`src/rtl/ex_muldiv.sv`:
```
// Multiply/divide unit for the EX stage: pipelined MULT/MULTU and iterative
// radix-2 restoring DIV/DIVU, with HI/LO returned together as {hi, lo}.
module ex_muldiv #(
   parameter int WIDTH      = 32,
   parameter int MUL_STAGES = 2
) (
   input  logic                 clk,
   input  logic                 rst,
   input  logic                 start_i,
   input  logic [1:0]           op_i,
   input  logic [WIDTH-1:0]     opdata1_i,
   input  logic [WIDTH-1:0]     opdata2_i,
   input  logic                 flush_i,
   output logic [2*WIDTH-1:0]   result_o,
   output logic                 ready_o,
   output logic                 busy_o,
   output logic                 stallreq_o
);

   localparam int CW = $clog2(WIDTH + 1);

   typedef enum logic [1:0] {
      S_IDLE = 2'd0,
      S_MUL  = 2'd1,
      S_DIV  = 2'd2,
      S_DONE = 2'd3
   } state_t;

   state_t               r_state;
   logic [CW-1:0]        r_cnt;
   logic [2*WIDTH-1:0]   r_mul_pipe [MUL_STAGES];
   logic [WIDTH-1:0]     r_dividend;
   logic [WIDTH-1:0]     r_divisor;
   logic [WIDTH-1:0]     r_quot;
   logic [WIDTH-1:0]     r_rem;
   logic                 r_neg_q;
   logic                 r_neg_r;
   logic [2*WIDTH-1:0]   r_result;
   logic                 r_ready;
   logic                 r_busy;

   logic                 w_accept;
   logic [2*WIDTH-1:0]   w_a_ext;
   logic [2*WIDTH-1:0]   w_b_ext;
   logic [2*WIDTH-1:0]   w_prod;
   logic                 w_a_neg;
   logic                 w_b_neg;
   logic [WIDTH-1:0]     w_a_mag;
   logic [WIDTH-1:0]     w_b_mag;
   logic [WIDTH:0]       w_rem_shift;
   logic [WIDTH:0]       w_diff;
   logic [WIDTH-1:0]     w_q_next;
   logic [WIDTH-1:0]     w_r_next;
   logic [WIDTH-1:0]     w_q_final;
   logic [WIDTH-1:0]     w_r_final;
   logic [2*WIDTH-1:0]   w_div_result;
   logic                 w_stall;

   // Operand conditioning at accept: sign-extended product and division magnitudes.
   always_comb begin
      w_accept = (r_state == S_IDLE) && start_i && !flush_i;
      // Sign-extending to 2*WIDTH lets one unsigned multiplier serve both MULT and MULTU.
      w_a_ext  = {{WIDTH{~op_i[0] & opdata1_i[WIDTH-1]}}, opdata1_i};
      w_b_ext  = {{WIDTH{~op_i[0] & opdata2_i[WIDTH-1]}}, opdata2_i};
      w_prod   = w_a_ext * w_b_ext;
      w_a_neg  = ~op_i[0] & opdata1_i[WIDTH-1];
      w_b_neg  = ~op_i[0] & opdata2_i[WIDTH-1];
      w_a_mag  = w_a_neg ? (-opdata1_i) : opdata1_i;
      w_b_mag  = w_b_neg ? (-opdata2_i) : opdata2_i;
   end

   // One restoring-division step plus sign fix-up and divide-by-zero override.
   always_comb begin
      w_rem_shift = {r_rem, r_quot[WIDTH-1]};
      w_diff      = w_rem_shift - {1'b0, r_divisor};
      w_q_next    = {r_quot[WIDTH-2:0], ~w_diff[WIDTH]};
      w_r_next    = w_diff[WIDTH] ? w_rem_shift[WIDTH-1:0] : w_diff[WIDTH-1:0];
      w_q_final   = r_neg_q ? (-w_q_next) : w_q_next;
      w_r_final   = r_neg_r ? (-w_r_next) : w_r_next;
      if (r_divisor == {WIDTH{1'b0}}) begin
         w_div_result = {r_dividend, {WIDTH{1'b1}}};
      end else begin
         w_div_result = {w_r_final, w_q_final};
      end
   end

   // Stall request to pipeline control; forced low while in reset.
   always_comb begin
      w_stall = 1'b0;
      if (rst) begin
         w_stall = 1'b0;
      end else begin
         case (r_state)
            S_IDLE:  w_stall = start_i & ~flush_i;
            S_MUL:   w_stall = 1'b1;
            S_DIV:   w_stall = 1'b1;
            default: w_stall = 1'b0;
         endcase
      end
   end

   // Control FSM, operand latches, multiply pipeline and division datapath.
   always_ff @(posedge clk) begin
      if (rst) begin
         r_state    <= S_IDLE;
         r_cnt      <= {CW{1'b0}};
         r_dividend <= {WIDTH{1'b0}};
         r_divisor  <= {WIDTH{1'b0}};
         r_quot     <= {WIDTH{1'b0}};
         r_rem      <= {WIDTH{1'b0}};
         r_neg_q    <= 1'b0;
         r_neg_r    <= 1'b0;
         r_result   <= {(2*WIDTH){1'b0}};
         r_ready    <= 1'b0;
         r_busy     <= 1'b0;
         for (int k = 0; k < MUL_STAGES; k++) begin
            r_mul_pipe[k] <= {(2*WIDTH){1'b0}};
         end
      end else begin
         r_ready <= 1'b0;
         case (r_state)
            S_IDLE: begin
               if (w_accept) begin
                  r_cnt         <= {CW{1'b0}};
                  r_busy        <= 1'b1;
                  r_mul_pipe[0] <= w_prod;
                  r_dividend    <= opdata1_i;
                  r_divisor     <= w_b_mag;
                  r_quot        <= w_a_mag;
                  r_rem         <= {WIDTH{1'b0}};
                  r_neg_q       <= w_a_neg ^ w_b_neg;
                  r_neg_r       <= w_a_neg;
                  r_state       <= op_i[1] ? S_DIV : S_MUL;
               end
            end
            S_MUL: begin
               if (flush_i) begin
                  r_state <= S_IDLE;
                  r_busy  <= 1'b0;
               end else begin
                  for (int k = 1; k < MUL_STAGES; k++) begin
                     r_mul_pipe[k] <= r_mul_pipe[k-1];
                  end
                  if (r_cnt == CW'(MUL_STAGES - 1)) begin
                     r_state  <= S_DONE;
                     r_ready  <= 1'b1;
                     r_result <= r_mul_pipe[MUL_STAGES-1];
                  end else begin
                     r_cnt <= r_cnt + CW'(1);
                  end
               end
            end
            S_DIV: begin
               if (flush_i) begin
                  r_state <= S_IDLE;
                  r_busy  <= 1'b0;
               end else begin
                  r_quot <= w_q_next;
                  r_rem  <= w_r_next;
                  if (r_cnt == CW'(WIDTH - 1)) begin
                     r_state  <= S_DONE;
                     r_ready  <= 1'b1;
                     r_result <= w_div_result;
                  end else begin
                     r_cnt <= r_cnt + CW'(1);
                  end
               end
            end
            S_DONE: begin
               r_state <= S_IDLE;
               r_busy  <= 1'b0;
            end
            default: begin
               r_state <= S_IDLE;
               r_busy  <= 1'b0;
            end
         endcase
      end
   end

   assign result_o   = r_result;
   assign ready_o    = r_ready;
   assign busy_o     = r_busy;
   assign stallreq_o = w_stall;

endmodule

```
`config.mk`:
```
export PLATFORM = sky130hd
export DESIGN_NAME = ex_muldiv
export DESIGN_NICKNAME = d
export VERILOG_FILES = /design/src/rtl/ex_muldiv.sv
export SDC_FILE = /design/constraint.sdc
export NUM_CORES = 2
export LEC_CHECK = 0
export ABC_CLOCK_PERIOD_IN_PS = 13000
export CELL_PAD_IN_SITES_DETAIL_PLACEMENT = 1
export CELL_PAD_IN_SITES_GLOBAL_PLACEMENT = 1
export CORE_MARGIN = 2
export CORE_UTILIZATION = 51
export DETAILED_ROUTE_END_ITERATION = 16
export GPL_TIMING_DRIVEN = 0
export PLACE_DENSITY_LB_ADDON = 0.25
export SYNTH_ARGS = -nofsm -noshare
export SYNTH_HDL_FRONTEND = slang
export SYNTH_SLANG_ARGS = --single-unit
```
`constraint.sdc`:
```
create_clock -name clk -period 13 [get_ports clk]
set_input_delay 2.6 -clock clk [delete_from_list [all_inputs] [get_ports clk]]
set_output_delay 2.6 -clock clk [all_outputs]
set_load 0.02 [all_outputs]
```
==> key figures <==
Run status
  • Status: complete, but fails checks
  • Violated checks: max-capacitance violations, max-slew violations

Timing
  • Clock Skew: 35.8 ps
  • Count of pins over their slew limit: 56
  • Fin crit share: around 100%
  • Crit path time final: 12970 ps
  • Least-Margin Pin Slew: between 1500 and 2000 ps
  • Final hold violation count: 0
  • Fmax: just under 0.08 GHz
  • Final setup fails: 0
  • Rel. slew slack: -8.88%
  • RSZ-0062 raised after global routing: true

Floorplanning
  • Full die area: between 0.1 and 0.15 mm2
  • Core Region: 0.107 mm2
  • Chip height: around 330 um
  • Number of I/O pins: 137
  • Chip Width: ~330 um
  • Initial core utilization: 51.6%
  • Rows: 120

Logic synthesis
  • Post-synthesis mux area share: less than 1%
  • Synth unique cells: 86
  • Top_reg_cell synth: dfxtp_1
  • Top-area cell type share of the netlist area: just over 40%
  • Top cells by area, synth: fa_1 41%, inv_1 7.8%, dfxtp_1 7.4%
  • Syn_area_per_cell: 8.96 um2
  • Most common cell in the netlist: inv_1
  • Largest family of logic cells by synthesized area: adder cells
  • Synthesized area: 0.0554 mm2
  • Post-synth top cells: 1157 x inv_1, 1126 x fa_1, 929 x nand2_1, 438 x and2_1
  • Post-synth EDFFs: about 130
  • Synth Area in XOR/XNOR: 3.31%
  • Synth Area in Compound Gates: 8.58%
  • FFs w/ async S/R, synth: 0%
  • Mapped Cells: just over 6000
  • Syn Nets: 7631
  • Number of synthesized register bits: between 300 and 400
  • Post-Synth Simple-Gate Area: between 10% and 20%
  • Sequential share of the synthesized area: around 14%
  • Largest area contributor in the netlist: fa_1
  • Post-synthesis adder-cell area fraction: a little under half
  • Yosys warning count: 0

Worst hold path
  • Min-delay src: result_o[41]$_SDFFE_PP0P_
  • Hold Crit Class: reg2reg

Clocking
  • Clk slew on worst S/H paths: 70 ps
  • H-tree levels: 2
  • CTS buffer count: 36
  • Worst skew pair latency: about 600 ps
  • Setup bufs post-CTS: 0
  • CTS sink count: between 300 and 400
  • Root Driver: clkbuf_16
  • Maximum buffer depth of the clock tree: 3
  • CTS tree: yes

Routing
  • Post-route ant nets: 0
  • Initial DRT Pass Iterations: 6
  • Iter 0 DRT Violations: 4237
  • Routed wire length: between 200000 and 250000 um
  • Vias per inst: 6.04
  • DR WL/cell: just under 30 um
  • Vias: 46900
  • # DRC: 0

Setup path
  • Number of buffer and inverter stages on the critical path: 9
  • Worst setup path class: in2reg
  • Critical path origin: opdata2_i[20]
  • R2r startpoint: r_divisor[0]$_SDFFE_PP0P_
  • CP Data Required Time: between 10000 and 15000 ps
  • Crit start category: primary input
  • Crit path top cell by count: fa_1
  • Crit Path Max Fanout: 10
  • Crit-path leading delay family: adder cells
  • Crit path capture type: register
  • Crit-path slowest cell: clkbuf_1
  • Slowest stage delay, CP: 1200 ps
  • CP arrival: 13270 ps

Placed design
  • Post-detail-place hpwl: 189000 um
  • Port bufs: just over 90
  • Gpl congestion: 1.01

Final layout
  • Layout cell share with drive strength beyond 1: under 10%
  • Nets@finish: about 7800
  • Area grow syn2layout: 7.48%
  • Fin util: between 50% and 60%

Global routing
  • Initial antenna violation count: 28
  • Total Routing Usage GR: a little over two fifths
  • Largest net degree at the start of global routing: 61
  • Vias in the first global route: between 50000 and 60000
  • Total gr overflow: 0
  • Global-route wire length before repair: between 300000 and 400000 um

Flow run
  • Max capacitance violation total: 6
[per-stage QoR]
step                      instance area [um2]  hold WS (ps)  worst slack, ps  setup TNS [ps]  std cells
after floorplan                         55400           441             2000               0       6181
after global placement                  58100           441            -1180          -10400       7677
after detailed placement                58200           436             -784           -7000       7680
after CTS                               59400           447             23.1               0       7745
after global routing                    59500           475            -72.7           -72.7       7745
final                                   59500           442             26.6               0       7764
[worst reg2reg max path, delay by kind of cell (launching register included)]
family	cells	cell delay (ps)
compound gates	7	2310
simple gates	7	2090
buf+inv	5	1580
fa+ha+maj	3	1160
flops	1	480
mux	1	380
[area by class of cell]
class                      count  area [um2]
antenna                       20        50.0
multi-input combinational   4294       41600
timing repair buffer          96        1010
clock buffer                  49        1050
tap                         1403        1760
sequential                   332        7930
buffer                       394        1550
fill                       12500       47800
clock inverter                16         201
inverter                    1160        4350
[kinds of logic after synthesis]
group / count (synthesis)
buffers and inverters: 1555
AOI/OAI and AO/OA: 735
muxes: 21
adders and majority gates: 1380
and+or+nand+nor: 1949
xor gates and xnor gates: 209
DFF: 332
[registers in the layout, indices dropped and copies added (netlist names)]
signal and count:
busy_o 1, r_cnt 6, r_dividend 32, r_divisor 32, r_mul_pipe 128, r_neg_q 1, r_neg_r 1, r_quot 32
r_rem 32, r_state 2, ready_o 1, result_o 64
[placed cells by master, fill, tap and decap left out, types with 32 or more instances in the layout]
| master | n |
|---|---|
| fa_1 | 1124 |
| dfxtp_1 | 204 |
| and2_1 | 438 |
| o211ai_1 | 35 |
| inv_1 | 1157 |
| nand2_1 | 929 |
| a21oi_1 | 240 |
| ha_1 | 254 |
| a21o_1 | 65 |
| edfxtp_1 | 128 |
| clkbuf_1 | 305 |
| xor2_1 | 88 |
| a22o_1 | 38 |
| nand3_1 | 32 |
| clkbuf_16 | 39 |
| xnor2_1 | 121 |
| buf_1 | 60 |
| clkdlybuf4s50_1 | 93 |
| o21ai_0 | 135 |
| nor2_1 | 322 |
| nor3_1 | 40 |
[metal layers]
layer | vias to the layer above | wire length [um] | global-route usage [%]
met3 | 775 | 24700 | 10.8
li1 | 19200 | - | -
met2 | 2600 | 103000 | 65.5
met5 | - | 119 | 0
met1 | 24300 | 82600 | 51.2
met4 | 18 | 17900 | 26.6
[final timing paths]
kind                                                   endpoint  slack (ps)  depth (start not counted)
worst min-delay path                  result_o[41]$_SDFFE_PP0P_         440                          2
worst max register to register        result_o[48]$_SDFFE_PP0P_        4900                         23
worst min register to register        result_o[41]$_SDFFE_PP0P_         440                          2
worst max-delay path            r_mul_pipe[0][60]$_SDFFCE_PN0P_          30                         29
[repair_timing]
item                       4_1_cts  5_1_grt
hold buffers                     0        0
setup endpoints to repair        7       10
gates resized for setup          5       52
Power is not shown: default switching activity piles up to over one toggle a cycle in this logic, so the estimate is an artifact.
